## src/rtl/fpu_pkg.sv

```systemverilog
// fpu_pkg: op, state and fflags encodings shared by the FP issue/capture stage.
package fpu_pkg;
    typedef enum logic [1:0] {OP_FADD = 2'b00, OP_FSUB = 2'b01, OP_FMUL = 2'b10, OP_FDIV = 2'b11} op_e;
    typedef enum logic [1:0] {ST_IDLE = 2'b00, ST_BUSY = 2'b01, ST_DONE = 2'b10} state_e;
    localparam logic [31:0] CANON_NAN = 32'h7FC0_0000;
    localparam logic [31:0] POS_INF = 32'h7F80_0000;
    localparam int FF_NV = 4;
    localparam int FF_DZ = 3;
    localparam int FF_OF = 2;
    localparam int FF_UF = 1;
    localparam int FF_NX = 0;
    function automatic logic is_zero(input logic [31:0] x);
        return x[30:23] == 8'h00;
    endfunction
    function automatic logic is_inf_nan(input logic [31:0] x);
        return x[30:23] == 8'hFF;
    endfunction
endpackage

```

## src/rtl/fpu_op_sequencer_if.sv

```systemverilog
// fpu_op_sequencer_if: request, unit operand/result and writeback signals of the sequencer.
interface fpu_op_sequencer_if;
    logic        in_valid;
    logic        in_ready;
    logic [1:0]  in_op;
    logic [31:0] in_a;
    logic [31:0] in_b;
    logic [4:0]  in_rd;
    logic [31:0] op_a;
    logic [31:0] op_b;
    logic [31:0] add_result;
    logic [31:0] mul_result;
    logic [31:0] div_result;
    logic        out_valid;
    logic        out_ready;
    logic [31:0] out_result;
    logic [4:0]  out_rd;
    logic [4:0]  out_flags;
    modport slave (
        input  in_valid, in_op, in_a, in_b, in_rd, add_result, mul_result, div_result, out_ready,
        output in_ready, op_a, op_b, out_valid, out_result, out_rd, out_flags
    );
    modport master (
        output in_valid, in_op, in_a, in_b, in_rd, add_result, mul_result, div_result, out_ready,
        input  in_ready, op_a, op_b, out_valid, out_result, out_rd, out_flags
    );
endinterface

```

## src/rtl/fpu_special_case.sv

```systemverilog
// fpu_special_case: NaN/Inf and zero-operand overrides with their fflags, on latched operands.
module fpu_special_case
    import fpu_pkg::*;
(
    input  op_e         op,
    input  logic [31:0] a,
    input  logic [31:0] b,
    output logic        override_en,
    output logic [31:0] override_value,
    output logic [4:0]  flags
);
    logic s, az, bz, any_special, is_div, is_mul, invalid;
    always_comb begin
        s = a[31] ^ b[31];
        az = is_zero(a);
        bz = is_zero(b);
        any_special = is_inf_nan(a) || is_inf_nan(b);
        is_div = op == OP_FDIV;
        is_mul = op == OP_FMUL;
        invalid = any_special || (is_div && az && bz);
        override_en = any_special || ((is_div || is_mul) && (az || bz));
        override_value = invalid ? CANON_NAN : (is_div && bz) ? {s, POS_INF[30:0]} : {s, 31'h0};
        flags = invalid ? 5'(1 << FF_NV) : (is_div && bz) ? 5'(1 << FF_DZ) : 5'h00;
    end
endmodule

```

## src/rtl/fpu_op_sequencer.sv

```systemverilog
// fpu_op_sequencer: holds operands on the FP units for a fixed multicycle latency, then captures the result.
module fpu_op_sequencer
    import fpu_pkg::*;
#(
    parameter int ADD_CYCLES = 2,
    parameter int MUL_CYCLES = 2,
    parameter int DIV_CYCLES = 4
) (
    input logic clk,
    input logic rst,
    fpu_op_sequencer_if.slave io
);
    localparam int MAX_AM = ADD_CYCLES > MUL_CYCLES ? ADD_CYCLES : MUL_CYCLES;
    localparam int MAX_LAT = MAX_AM > DIV_CYCLES ? MAX_AM : DIV_CYCLES;
    localparam int CW = $clog2(MAX_LAT + 1);
    state_e      state_q, state_d;
    op_e         op_q, op_d, in_op;
    logic [CW-1:0] count_q, count_d, lat_m1;
    logic [31:0] op_a_q, op_a_d, op_b_q, op_b_d, unit_res;
    logic [31:0] out_result_q, out_result_d, sc_val;
    logic [4:0]  rd_q, rd_d, out_rd_q, out_rd_d, out_flags_q, out_flags_d, sc_flags;
    logic        out_valid_q, out_valid_d, sc_en;
    // Overrides are evaluated on the registered operands, so op_b already carries the FSUB sign flip.
    fpu_special_case u_sc (
        .op(op_q),
        .a(op_a_q),
        .b(op_b_q),
        .override_en(sc_en),
        .override_value(sc_val),
        .flags(sc_flags)
    );
    always_comb begin
        in_op = op_e'(io.in_op);
        lat_m1 = in_op == OP_FDIV ? CW'(DIV_CYCLES - 1) : in_op == OP_FMUL ? CW'(MUL_CYCLES - 1) : CW'(ADD_CYCLES - 1);
        unit_res = op_q == OP_FDIV ? io.div_result : op_q == OP_FMUL ? io.mul_result : io.add_result;
        state_d = state_q;
        op_d = op_q;
        count_d = count_q;
        op_a_d = op_a_q;
        op_b_d = op_b_q;
        rd_d = rd_q;
        out_valid_d = out_valid_q;
        out_result_d = out_result_q;
        out_rd_d = out_rd_q;
        out_flags_d = out_flags_q;
        if (state_q == ST_IDLE && io.in_valid) begin
            state_d = ST_BUSY;
            op_d = in_op;
            count_d = lat_m1;
            op_a_d = io.in_a;
            op_b_d = {io.in_b[31] ^ (in_op == OP_FSUB), io.in_b[30:0]};
            rd_d = io.in_rd;
        end else if (state_q == ST_BUSY) begin
            count_d = count_q - 1'b1;
            if (count_q == '0) begin
                state_d = ST_DONE;
                count_d = '0;
                out_valid_d = 1'b1;
                out_result_d = sc_en ? sc_val : unit_res;
                out_flags_d = sc_en ? sc_flags : 5'h00;
                out_rd_d = rd_q;
            end
        end else if (state_q == ST_DONE && io.out_ready) begin
            state_d = ST_IDLE;
            out_valid_d = 1'b0;
        end
    end
    always_ff @(posedge clk) begin
        if (rst) begin
            state_q <= ST_IDLE;
            op_q <= OP_FADD;
            count_q <= '0;
            op_a_q <= '0;
            op_b_q <= '0;
            rd_q <= '0;
            out_valid_q <= 1'b0;
            out_result_q <= '0;
            out_rd_q <= '0;
            out_flags_q <= '0;
        end else begin
            state_q <= state_d;
            op_q <= op_d;
            count_q <= count_d;
            op_a_q <= op_a_d;
            op_b_q <= op_b_d;
            rd_q <= rd_d;
            out_valid_q <= out_valid_d;
            out_result_q <= out_result_d;
            out_rd_q <= out_rd_d;
            out_flags_q <= out_flags_d;
        end
    end
    assign io.in_ready = state_q == ST_IDLE;
    assign io.op_a = op_a_q;
    assign io.op_b = op_b_q;
    assign io.out_valid = out_valid_q;
    assign io.out_result = out_result_q;
    assign io.out_rd = out_rd_q;
    assign io.out_flags = out_flags_q;
endmodule

```

## src/flat_wrapper.sv

```systemverilog
// flat-port wrapper written by rule: the top's interface ports become plain ports
module fpu_op_sequencer_flat import fpu_pkg::*;
#(
    parameter int ADD_CYCLES = 2,
    parameter int MUL_CYCLES = 2,
    parameter int DIV_CYCLES = 4
)
  (clk, rst, io_in_valid, io_in_op, io_in_a, io_in_b, io_in_rd, io_add_result, io_mul_result, io_div_result, io_out_ready, io_in_ready, io_op_a, io_op_b, io_out_valid, io_out_result, io_out_rd, io_out_flags);
  fpu_op_sequencer_if io_i ();
  input logic clk;
  input logic rst;
  input wire logic [$bits(io_i.in_valid)-1:0] io_in_valid;
  input wire logic [$bits(io_i.in_op)-1:0] io_in_op;
  input wire logic [$bits(io_i.in_a)-1:0] io_in_a;
  input wire logic [$bits(io_i.in_b)-1:0] io_in_b;
  input wire logic [$bits(io_i.in_rd)-1:0] io_in_rd;
  input wire logic [$bits(io_i.add_result)-1:0] io_add_result;
  input wire logic [$bits(io_i.mul_result)-1:0] io_mul_result;
  input wire logic [$bits(io_i.div_result)-1:0] io_div_result;
  input wire logic [$bits(io_i.out_ready)-1:0] io_out_ready;
  output wire logic [$bits(io_i.in_ready)-1:0] io_in_ready;
  output wire logic [$bits(io_i.op_a)-1:0] io_op_a;
  output wire logic [$bits(io_i.op_b)-1:0] io_op_b;
  output wire logic [$bits(io_i.out_valid)-1:0] io_out_valid;
  output wire logic [$bits(io_i.out_result)-1:0] io_out_result;
  output wire logic [$bits(io_i.out_rd)-1:0] io_out_rd;
  output wire logic [$bits(io_i.out_flags)-1:0] io_out_flags;
  assign io_i.in_valid = io_in_valid;
  assign io_i.in_op = io_in_op;
  assign io_i.in_a = io_in_a;
  assign io_i.in_b = io_in_b;
  assign io_i.in_rd = io_in_rd;
  assign io_i.add_result = io_add_result;
  assign io_i.mul_result = io_mul_result;
  assign io_i.div_result = io_div_result;
  assign io_i.out_ready = io_out_ready;
  assign io_in_ready = io_i.in_ready;
  assign io_op_a = io_i.op_a;
  assign io_op_b = io_i.op_b;
  assign io_out_valid = io_i.out_valid;
  assign io_out_result = io_i.out_result;
  assign io_out_rd = io_i.out_rd;
  assign io_out_flags = io_i.out_flags;
  fpu_op_sequencer #(.ADD_CYCLES(ADD_CYCLES), .MUL_CYCLES(MUL_CYCLES), .DIV_CYCLES(DIV_CYCLES)) u_core (.clk(clk), .rst(rst), .io(io_i));
endmodule
```

## config.mk

```make
export PLATFORM = sky130hd
export DESIGN_NAME = fpu_op_sequencer_flat
export DESIGN_NICKNAME = d
export VERILOG_FILES = /design/src/rtl/fpu_pkg.sv /design/src/rtl/fpu_op_sequencer_if.sv /design/src/rtl/fpu_special_case.sv /design/src/rtl/fpu_op_sequencer.sv /design/src/flat_wrapper.sv
export SDC_FILE = /design/constraint.sdc
export NUM_CORES = 1
export LEC_CHECK = 0
export CORE_MARGIN = 10
export CORE_UTILIZATION = 32
export DETAILED_ROUTE_END_ITERATION = 6
export PLACE_DENSITY = 0.69
export SLEW_MARGIN = 20
export SYNTH_ARGS = -nofsm -noshare
export SYNTH_HDL_FRONTEND = slang
export SYNTH_SLANG_ARGS = --single-unit
export TNS_END_PERCENT = 5
```

## constraint.sdc

```tcl
create_clock -name clk -period 2.2 [get_ports clk]
set_input_delay 0.44 -clock clk [delete_from_list [all_inputs] [get_ports clk]]
set_output_delay 0.44 -clock clk [all_outputs]
set_load 0.05 [all_outputs]
```

==> Flow_metrics.wiki, run 1 <==
{| class="wikitable"
! Metric !! Value
|-
| Site Rows || 45
|-
| Combinational power share || 28.4%
|-
| Hold slack final || between 0.4 and 0.5 ns
|-
| Clk_lat worst skew || 0.41 ns
|-
| Primary FF master, synth || sky130_fd_sc_hd__dfxtp_1
|-
| Ports || 279
|-
| Gate count after technology mapping || roughly 610
|-
| Slowest stage cell on the critical path || sky130_fd_sc_hd__clkdlybuf4s50_1
|-
| Die Outline Area || 20900 sq um
|-
| Largest family of logic cells by synthesized area || simple AND/OR/NAND/NOR gates
|-
| Proportion of synthesized chip area in sequential cells || between 40% and 50%
|-
| Total via count in the routed design || roughly 5100
|-
| Xor/xnor cell area share of the yosys netlist || 0.353%
|-
| Post-CTS setup-driven buffer insertion count || 0
|-
| Total count of hold-check failures in the final report || 0
|-
| Hold bufs inserted after CTS || 0
|-
| Number of flip-flops and latches in the synthesized netlist || between 100 and 150
|-
| Reg2reg setup slack || 0.28 ns
|-
| Routed length on met1 || between 7000 and 8000 microns
|-
| Critical path buffer and inverter count || 1
|-
| Final core utilization || around 56%
|-
| Pin slew with the least headroom to its limit || 0.573 ns
|-
| Total Routed Length || roughly 18000 microns
|-
| Footprint of the flip-flops and latches || between 2000 and 2500 sq um
|-
| Cell Int Power || between 4 and 5 mW
|-
| Via count of the first global-routing pass || ~5000
|-
| Clock period minus final worst setup slack || 2.07 ns
|-
| Launch point of the worst reg-to-reg path || u_core.state_q[1]$_SDFFE_PP0P_
|-
| Iter 0 DRT Violations || around 290
|-
| Post-DP Area || 7950 sq um
|-
| CTS root buffer || sky130_fd_sc_hd__clkbuf_16
|-
| Number of different library cells in the post-synthesis netlist || 36
|-
| Endpoint required time on the critical path || 1.76 ns
|-
| CTS H-tree lvls || 4
|-
| Clock network fraction of total power || a little over a third
|-
| YS warnings || 0
|-
| Simple-Gate Fraction of Synth Area || 22.1%
|-
| Initial cell density of the core || roughly a third
|-
| Cells traversed along the worst timing path || clkdlybuf4s50_1
|-
| Port buffer count || 275
|-
| Height of the die || 144 microns
|-
| Synth-to-Final Area Change || 70.6%
|-
| Maximum net fanout on the critical path || 4
|-
| Clock-pin transition on the worst setup and hold timing paths || 0.05 ns
|-
| Average wire per cell in the routed design || 17.2 microns
|-
| Non-Filler Cell Area, Final || 8460 sq um
|-
| Area taken by multi-input logic gates || 2400 sq um
|-
| Complex-gate fraction of the synthesized area || 19.0%
|-
| Core Footprint || 15200 sq um
|-
| Path type of the worst setup path || register to output port
|-
| Startpoint of the most critical setup path || u_core.io.op_b[28]$_SDFFE_PP0P_
|-
| Initial antenna violation count || 0
|-
| Fraction of layout instances using a drive strength above 1 || 7.80%
|-
| Setup repair after global routing missed its margin || false
|-
| Max stage delay on crit path || 0.85 ns
|-
| Worst-case clock buffer depth || 2
|-
| Chip Width || between 100 and 150 microns
|-
| Net switching fraction of the power || a little under a third
|-
| Kind of path behind the tightest hold check || primary input to register
|-
| Number of nets at the end of the flow || approximately 1000
|-
| Leading cell type by number of instances after synthesis || sky130_fd_sc_hd__nand2_1
|-
| Gates resized, CTS repair || 0
|-
| Status || complete, no violations
|-
| Clock tree from TritonCTS || done
|-
| Total routing usage reported by global routing || 16.9%
|-
| Clock sinks || 116
|-
| Synthesized area per cell || 8.08 sq um
|-
| Filler Cells Inserted || 1447
|-
| EDFF count, synth || 0
|-
| Number of vias per cell || about 4.8
|-
| Count of cells along the worst hold path || 2
|-
| Worst Setup EP || io_op_b[28]
|-
| Highest metal layer used by the detailed router || met4
|-
| Reg2reg end || u_core.io.out_result[4]$_SDFFE_PP0P_
|-
| Total gr overflow || 0
|-
| Residual DRC || 0
|-
| Final number of setup-violating endpoints || 0
|-
| Number of diodes added for antenna fixing || 0
|-
| Data arrival time of the critical path || 1.63 ns
|-
| Rel. slew slack || approximately three fifths
|-
| Number of pins with negative max-slew slack in the final report || 0
|-
| Total met2 wirelength after detailed routing || 8480 microns
|-
| Maximum clock frequency || just under 0.5 GHz
|-
| Aggregate negative setup slack || 0 ns
|-
| Routed wl met3 || ~2500 microns
|-
| Adder-cell share of the synthesized area || 0%
|-
| Total of max-cap violations || 0
|-
| Total power density per cell area || 787 nW/um^2
|-
| Pin count of the biggest net entering global routing || 71
|-
| Cell area after technology mapping || 4960 sq um
|-
| Pleak || 3.04 nW
|-
| Switching power of the nets || 2.10 mW
|-
| Most frequent cells after synthesis || sky130_fd_sc_hd__nand2_1 (163), sky130_fd_sc_hd__dfxtp_1 (116), sky130_fd_sc_hd__a21oi_1 (102)
|-
| Highest ir drop seen on vdd || 0.540 mV
|-
| Cell type contributing the most total cell area after synthesis || sky130_fd_sc_hd__dfxtp_1
|-
| Post-detailed-placement half-perimeter wirelength || 14000 microns
|-
| Worst Setup End Kind || output port
|-
| Synth top area share || 46.8%
|-
| Clock Skew || 0.00956 ns
|-
| Count of cell instances traversed by the critical path || 1
|-
| Depth of the worst register-to-register path || 6
|-
| Portion of netlist area occupied by mux cells || under 10%
|-
| Share of synthesized registers carrying an async set or reset || 0%
|-
| Part of the cycle the worst path needs || 94.3%
|-
| Kind of launch point of the worst setup path || register
|-
| Share of power burned in registers || 35.6%
|-
| Wire length of the first global-routing pass || 27600 microns
|-
| Gate family responsible for the most delay along the worst path || buffers and inverters
|-
| Number of CTS-inserted buffers || 17
|-
| Most area-consuming cells after synthesis || sky130_fd_sc_hd__dfxtp_1 (47%), sky130_fd_sc_hd__nand2_1 (12%), sky130_fd_sc_hd__a21oi_1 (10%), sky130_fd_sc_hd__mux2i_1 (6.5%), sky130_fd_sc_hd__a211oi_1 (3.6%)
|-
| Final RePlAce weighted congestion || 0.779
|-
| 1st-pass router iterations || 4
|-
| Final antenna-violating net count || 0
|}
## placed cells by master (no fill, tap or decap), types with 2 or more instances in the layout
cell type,instances
sky130_fd_sc_hd__clkdlybuf4s50_1,273
sky130_fd_sc_hd__nand2_1,163
sky130_fd_sc_hd__dfxtp_1,114
sky130_fd_sc_hd__a21oi_1,102
sky130_fd_sc_hd__nor2_1,43
sky130_fd_sc_hd__mux2i_1,32
sky130_fd_sc_hd__nor3_1,24
sky130_fd_sc_hd__a211oi_1,24
sky130_fd_sc_hd__clkbuf_16,17
sky130_fd_sc_hd__buf_4,14
sky130_fd_sc_hd__o2111ai_1,10
sky130_fd_sc_hd__a211oi_2,9
sky130_fd_sc_hd__buf_12,7
sky130_fd_sc_hd__nand4_1,5
sky130_fd_sc_hd__clkbuf_1,5
sky130_fd_sc_hd__clkinv_2,4
sky130_fd_sc_hd__conb_1,3
sky130_fd_sc_hd__clkbuf_8,3
sky130_fd_sc_hd__inv_1,2
sky130_fd_sc_hd__or4_4,2
sky130_fd_sc_hd__and3_1,2
sky130_fd_sc_hd__or4_1,2
sky130_fd_sc_hd__xnor2_1,2
sky130_fd_sc_hd__nor2b_1,2
sky130_fd_sc_hd__dfxtp_2,2
## state kept, by name (all words and copies together) (netlist names)
name,flops
u_core.state_q,2
u_core.io.out_result,32
u_core.rd_q,5
u_core.count_q,3
u_core.io.out_flags,2
u_core.op_q,2
u_core.io.op_b,32
u_core.io.out_valid,1
u_core.io.out_rd,5
u_core.io.op_a,32
## power groups by stage
stage               combinational [mW]  sequential (mW)  clock (mW)
floorplan                        0.590             2.91           0
detailed placement                1.90             2.41           0
global route                      2.02             2.39        2.57
CTS                               1.91             2.37        2.47
global placement                  1.90             2.41           0
finish                            1.89             2.37        2.40
## cell families after synthesis
logic type / Yosys count
simple gates: 255
flops: 116
compound gates: 151
xor+xnor: 2
mux: 32
other cells: 1
buf+inv: 57
## per-layer routing
layer / up-vias / global-route usage (%)
met5: - / 0
met4: 0 / 4.84
met3: 21 / 9.54
met1: 2261 / 19.0
met2: 213 / 26.7
li1: 2628 / -
## worst min-delay path by stage
stage	startpoint	to	slack [ns]
6_report	rst	u_core.io.op_b[5]$_SDFFE_PP0P_	0.44
5_1_grt	rst	u_core.io.op_b[2]$_SDFFE_PP0P_	0.45
4_1_cts	rst	u_core.io.op_b[5]$_SDFFE_PP0P_	0.42
3_5_place_dp	u_core.io.op_b[17]$_SDFFE_PP0P_	u_core.io.op_b[17]$_SDFFE_PP0P_	0.45
3_3_place_gp	u_core.io.op_a[3]$_SDFFE_PP0P_	u_core.io.op_a[3]$_SDFFE_PP0P_	0.44
2_1_floorplan	u_core.rd_q[0]$_SDFFE_PP0P_	u_core.io.out_rd[0]$_SDFFE_PP0P_	0.43
## cell type report
cell class | instances | area share, %
clock inverters | 5 | 0.325
multi-input cells | 443 | 28.4
inverters | 2 | 0.0888
flip-flops and latches | 116 | 27.5
repair buffers | 294 | 35.2
well taps | 188 | 2.78
clock buffers | 25 | 5.74
## metrics by stage
step	power [mW]	cells	worst slack [ns]
after floorplan	3.50	616	0.362
after global placement	4.31	1043	0.279
after detailed placement	4.31	1043	0.246
after CTS	6.75	1073	0.0997
after global routing	6.98	1073	0.0183
final	6.65	1073	0.126
(Power assumes the default switching activity.)
==> inputs of run 2 (changes only) <==
- CTS_CLUSTER_SIZE: default -> 28
- RECOVER_POWER: default -> 50
- SKIP_LAST_GASP: default -> 1
==> run 2 against run 1 <==
  * Combinational power fell by 2%
  * Count of clock-buffer cells in the layout did not move
  * Critical path depth did not move
  * Total power fell by 0.68%
  * Setup slack got worse by 0.00097 ns
  * Critical path type unchanged
  * Critical endpoint unchanged
==> Flow_metrics.wiki, run 2 (synthesized netlist as in run 1, its figures left out) <==
{| class="wikitable"
! Metric !! Value
|-
| Highest ir drop seen on vdd || 0.541 mV
|-
| Final number of setup-violating endpoints || 0
|-
| Footprint of the flip-flops and latches || approximately 2300 sq um
|-
| CTS root buffer || sky130_fd_sc_hd__clkbuf_16
|-
| Chip Width || about 140 microns
|-
| Total Routed Length || 18500 microns
|-
| Initial cell density of the core || between 30% and 40%
|-
| Total via count in the routed design || 5147
|-
| 1st-pass router iterations || 5
|-
| Clk_lat worst skew || 0.41 ns
|-
| Part of the cycle the worst path needs || 94.3%
|-
| Kind of launch point of the worst setup path || register
|-
| Rel. slew slack || 57.5%
|-
| Core Footprint || 15200 sq um
|-
| Hold slack final || approximately 0.43 ns
|-
| Residual DRC || 0
|-
| Commonest non-fill, non-tap cell in the layout || sky130_fd_sc_hd__clkdlybuf4s50_1
|-
| Average wire per cell in the routed design || between 15 and 20 microns
|-
| Gate family responsible for the most delay along the worst path || buffers and inverters
|-
| Total count of hold-check failures in the final report || 0
|-
| Height of the die || 144 microns
|-
| Fraction of layout instances using a drive strength above 1 || under 10%
|-
| Filler Cells Inserted || 1456
|-
| Pin slew with the least headroom to its limit || 0.639 ns
|-
| Port buffer count || 275
|-
| Cell Int Power || 4.53 mW
|-
| Highest-count cells in the layout ignoring fill and taps || sky130_fd_sc_hd__clkdlybuf4s50_1 (265), sky130_fd_sc_hd__nand2_1 (163), sky130_fd_sc_hd__dfxtp_1 (114)
|-
| Number of pins with negative max-slew slack in the final report || 0
|-
| Die Outline Area || 20900 sq um
|-
| Total gr overflow || 0
|-
| Combinational power share || 27.9%
|-
| Maximum net fanout on the critical path || 4
|-
| Total routing usage reported by global routing || 16.9%
|-
| Worst-case clock buffer depth || 2
|-
| Worst Setup End Kind || output port
|-
| Aggregate negative setup slack || 0 ns
|-
| Number of nets at the end of the flow || ~1000
|-
| Max stage delay on crit path || ~0.85 ns
|-
| Wire length of the first global-routing pass || 27600 microns
|-
| Total of max-cap violations || 0
|-
| Cells traversed along the worst timing path || clkdlybuf4s50_1
|-
| Worst-case setup slack after placement || 0.246 ns
|-
| Pin count of the biggest net entering global routing || 71
|-
| Data arrival time of the critical path || 1.63 ns
|-
| Clock period minus final worst setup slack || 2.07 ns
|-
| Number of diodes added for antenna fixing || 0
|-
| Path type of the worst setup path || register to output port
|-
| Site Rows || between 40 and 50
|-
| Pleak || approximately 3 nW
|-
| Kind of path behind the tightest hold check || primary input to register
|-
| Final core utilization || 55.1%
|-
| Post-layout worst setup margin || 0.125 ns
|-
| Placed insts || 1043
|-
| Setup repair after global routing missed its margin || false
|-
| Hold bufs inserted after CTS || 0
|-
| Clock-pin transition on the worst setup and hold timing paths || 0.05 ns
|-
| Clock network fraction of total power || between 30% and 40%
|-
| Initial antenna violation count || 0
|-
| Via count of the first global-routing pass || between 4000 and 5000
|-
| Post-CTS setup-driven buffer insertion count || 0
|-
| Slowest stage cell on the critical path || sky130_fd_sc_hd__clkdlybuf4s50_1
|-
| Clock sinks || 116
|-
| Post-detailed-placement half-perimeter wirelength || 14000 microns
|-
| Clock Skew || 0.00801 ns
|-
| CTS H-tree lvls || 4
|-
| Iter 0 DRT Violations || 249
|-
| Status || complete, no violations
|-
| Final antenna-violating net count || 0
|-
| Net switching fraction of the power || a little under a third
|-
| Share of power burned in registers || a little over a third
|-
| Synth-to-Final Area Change || 68.9%
|-
| Final RePlAce weighted congestion || just under 0.8
|-
| Number of vias per cell || 4.80
|-
| Count of placed standard cells in the final layout, fillers left out || 1073
|-
| Clock tree from TritonCTS || done
|-
| Total power density per cell area || between 700 and 800 nW/um^2
|-
| Switching power of the nets || 2.08 mW
|-
| Maximum clock frequency || between 0.4 and 0.5 GHz
|-
| Ports || 279
|-
| Area taken by multi-input logic gates || 2350 sq um
|-
| Endpoint required time on the critical path || 1.76 ns
|-
| Gates resized, CTS repair || 0
|-
| Critical path buffer and inverter count || 1
|-
| Number of CTS-inserted buffers || 17
|}
## run 2: cell types whose count changed in the layout (fill, tap and decap cells not counted), sizes merged
cell / delta
buf: -7
clkdlybuf4s50: -8
dlygate4sd3: +8
clkbuf: +7
## run 2: layout make-up
type | instances | share of cell area (%)
Sequential cell | 116 | 27.8
Clock buffer | 25 | 5.80
Tap cell | 188 | 2.81
Clock inverter | 5 | 0.329
Multi-Input combinational cell | 443 | 28.0
Inverter | 2 | 0.0897
Timing Repair Buffer | 294 | 35.2
## run 2: path summary, 6_finish.rpt
| path | start | to | slack [ns] | cells after the start |
|---|---|---|---|---|
| setup / recovery | u_core.io.op_b[28]$_SDFFE_PP0P_ | io_op_b[28] | 0.13 | 1 |
| hold / removal | rst | u_core.io.op_b[5]$_SDFFE_PP0P_ | 0.43 | 2 |
| setup reg to reg | u_core.io.op_a[23]$_SDFFE_PP0P_ | u_core.io.out_result[3]$_SDFFE_PP0P_ | 0.21 | 6 |
| hold reg to reg | u_core.rd_q[2]$_SDFFE_PP0P_ | u_core.io.out_rd[2]$_SDFFE_PP0P_ | 0.45 | 2 |
## run 2: layer usage
layer  GRT usage [%]  vias to the layer above  part of all wire (%)  wire length, microns
met5               0                        -                     0                     0
met4            4.84                        0                   1.3                   247
met3            9.54                       21                    14                  2520
met2            26.7                      220                    46                  8470
met1            19.0                     2281                    39                  7290
li1                -                     2625                     -                     -
## run 2: power groups by stage
stage	clock, mW	combinational [mW]	sequential, mW
floorplan	0	0.590	2.91
global placement	0	1.90	2.41
detailed placement	0	1.90	2.41
CTS	2.47	1.91	2.37
global route	2.57	1.97	2.39
finish	2.39	1.85	2.37
## run 2: per-stage QoR
stage / cell area [sq um] / total power [mW]
final: 8370 / 6.61
after global placement: 7950 / 4.31
after detailed placement: 7950 / 4.31
after CTS: 8460 / 6.75
after global routing: 8370 / 6.94
after floorplan: 4970 / 3.50
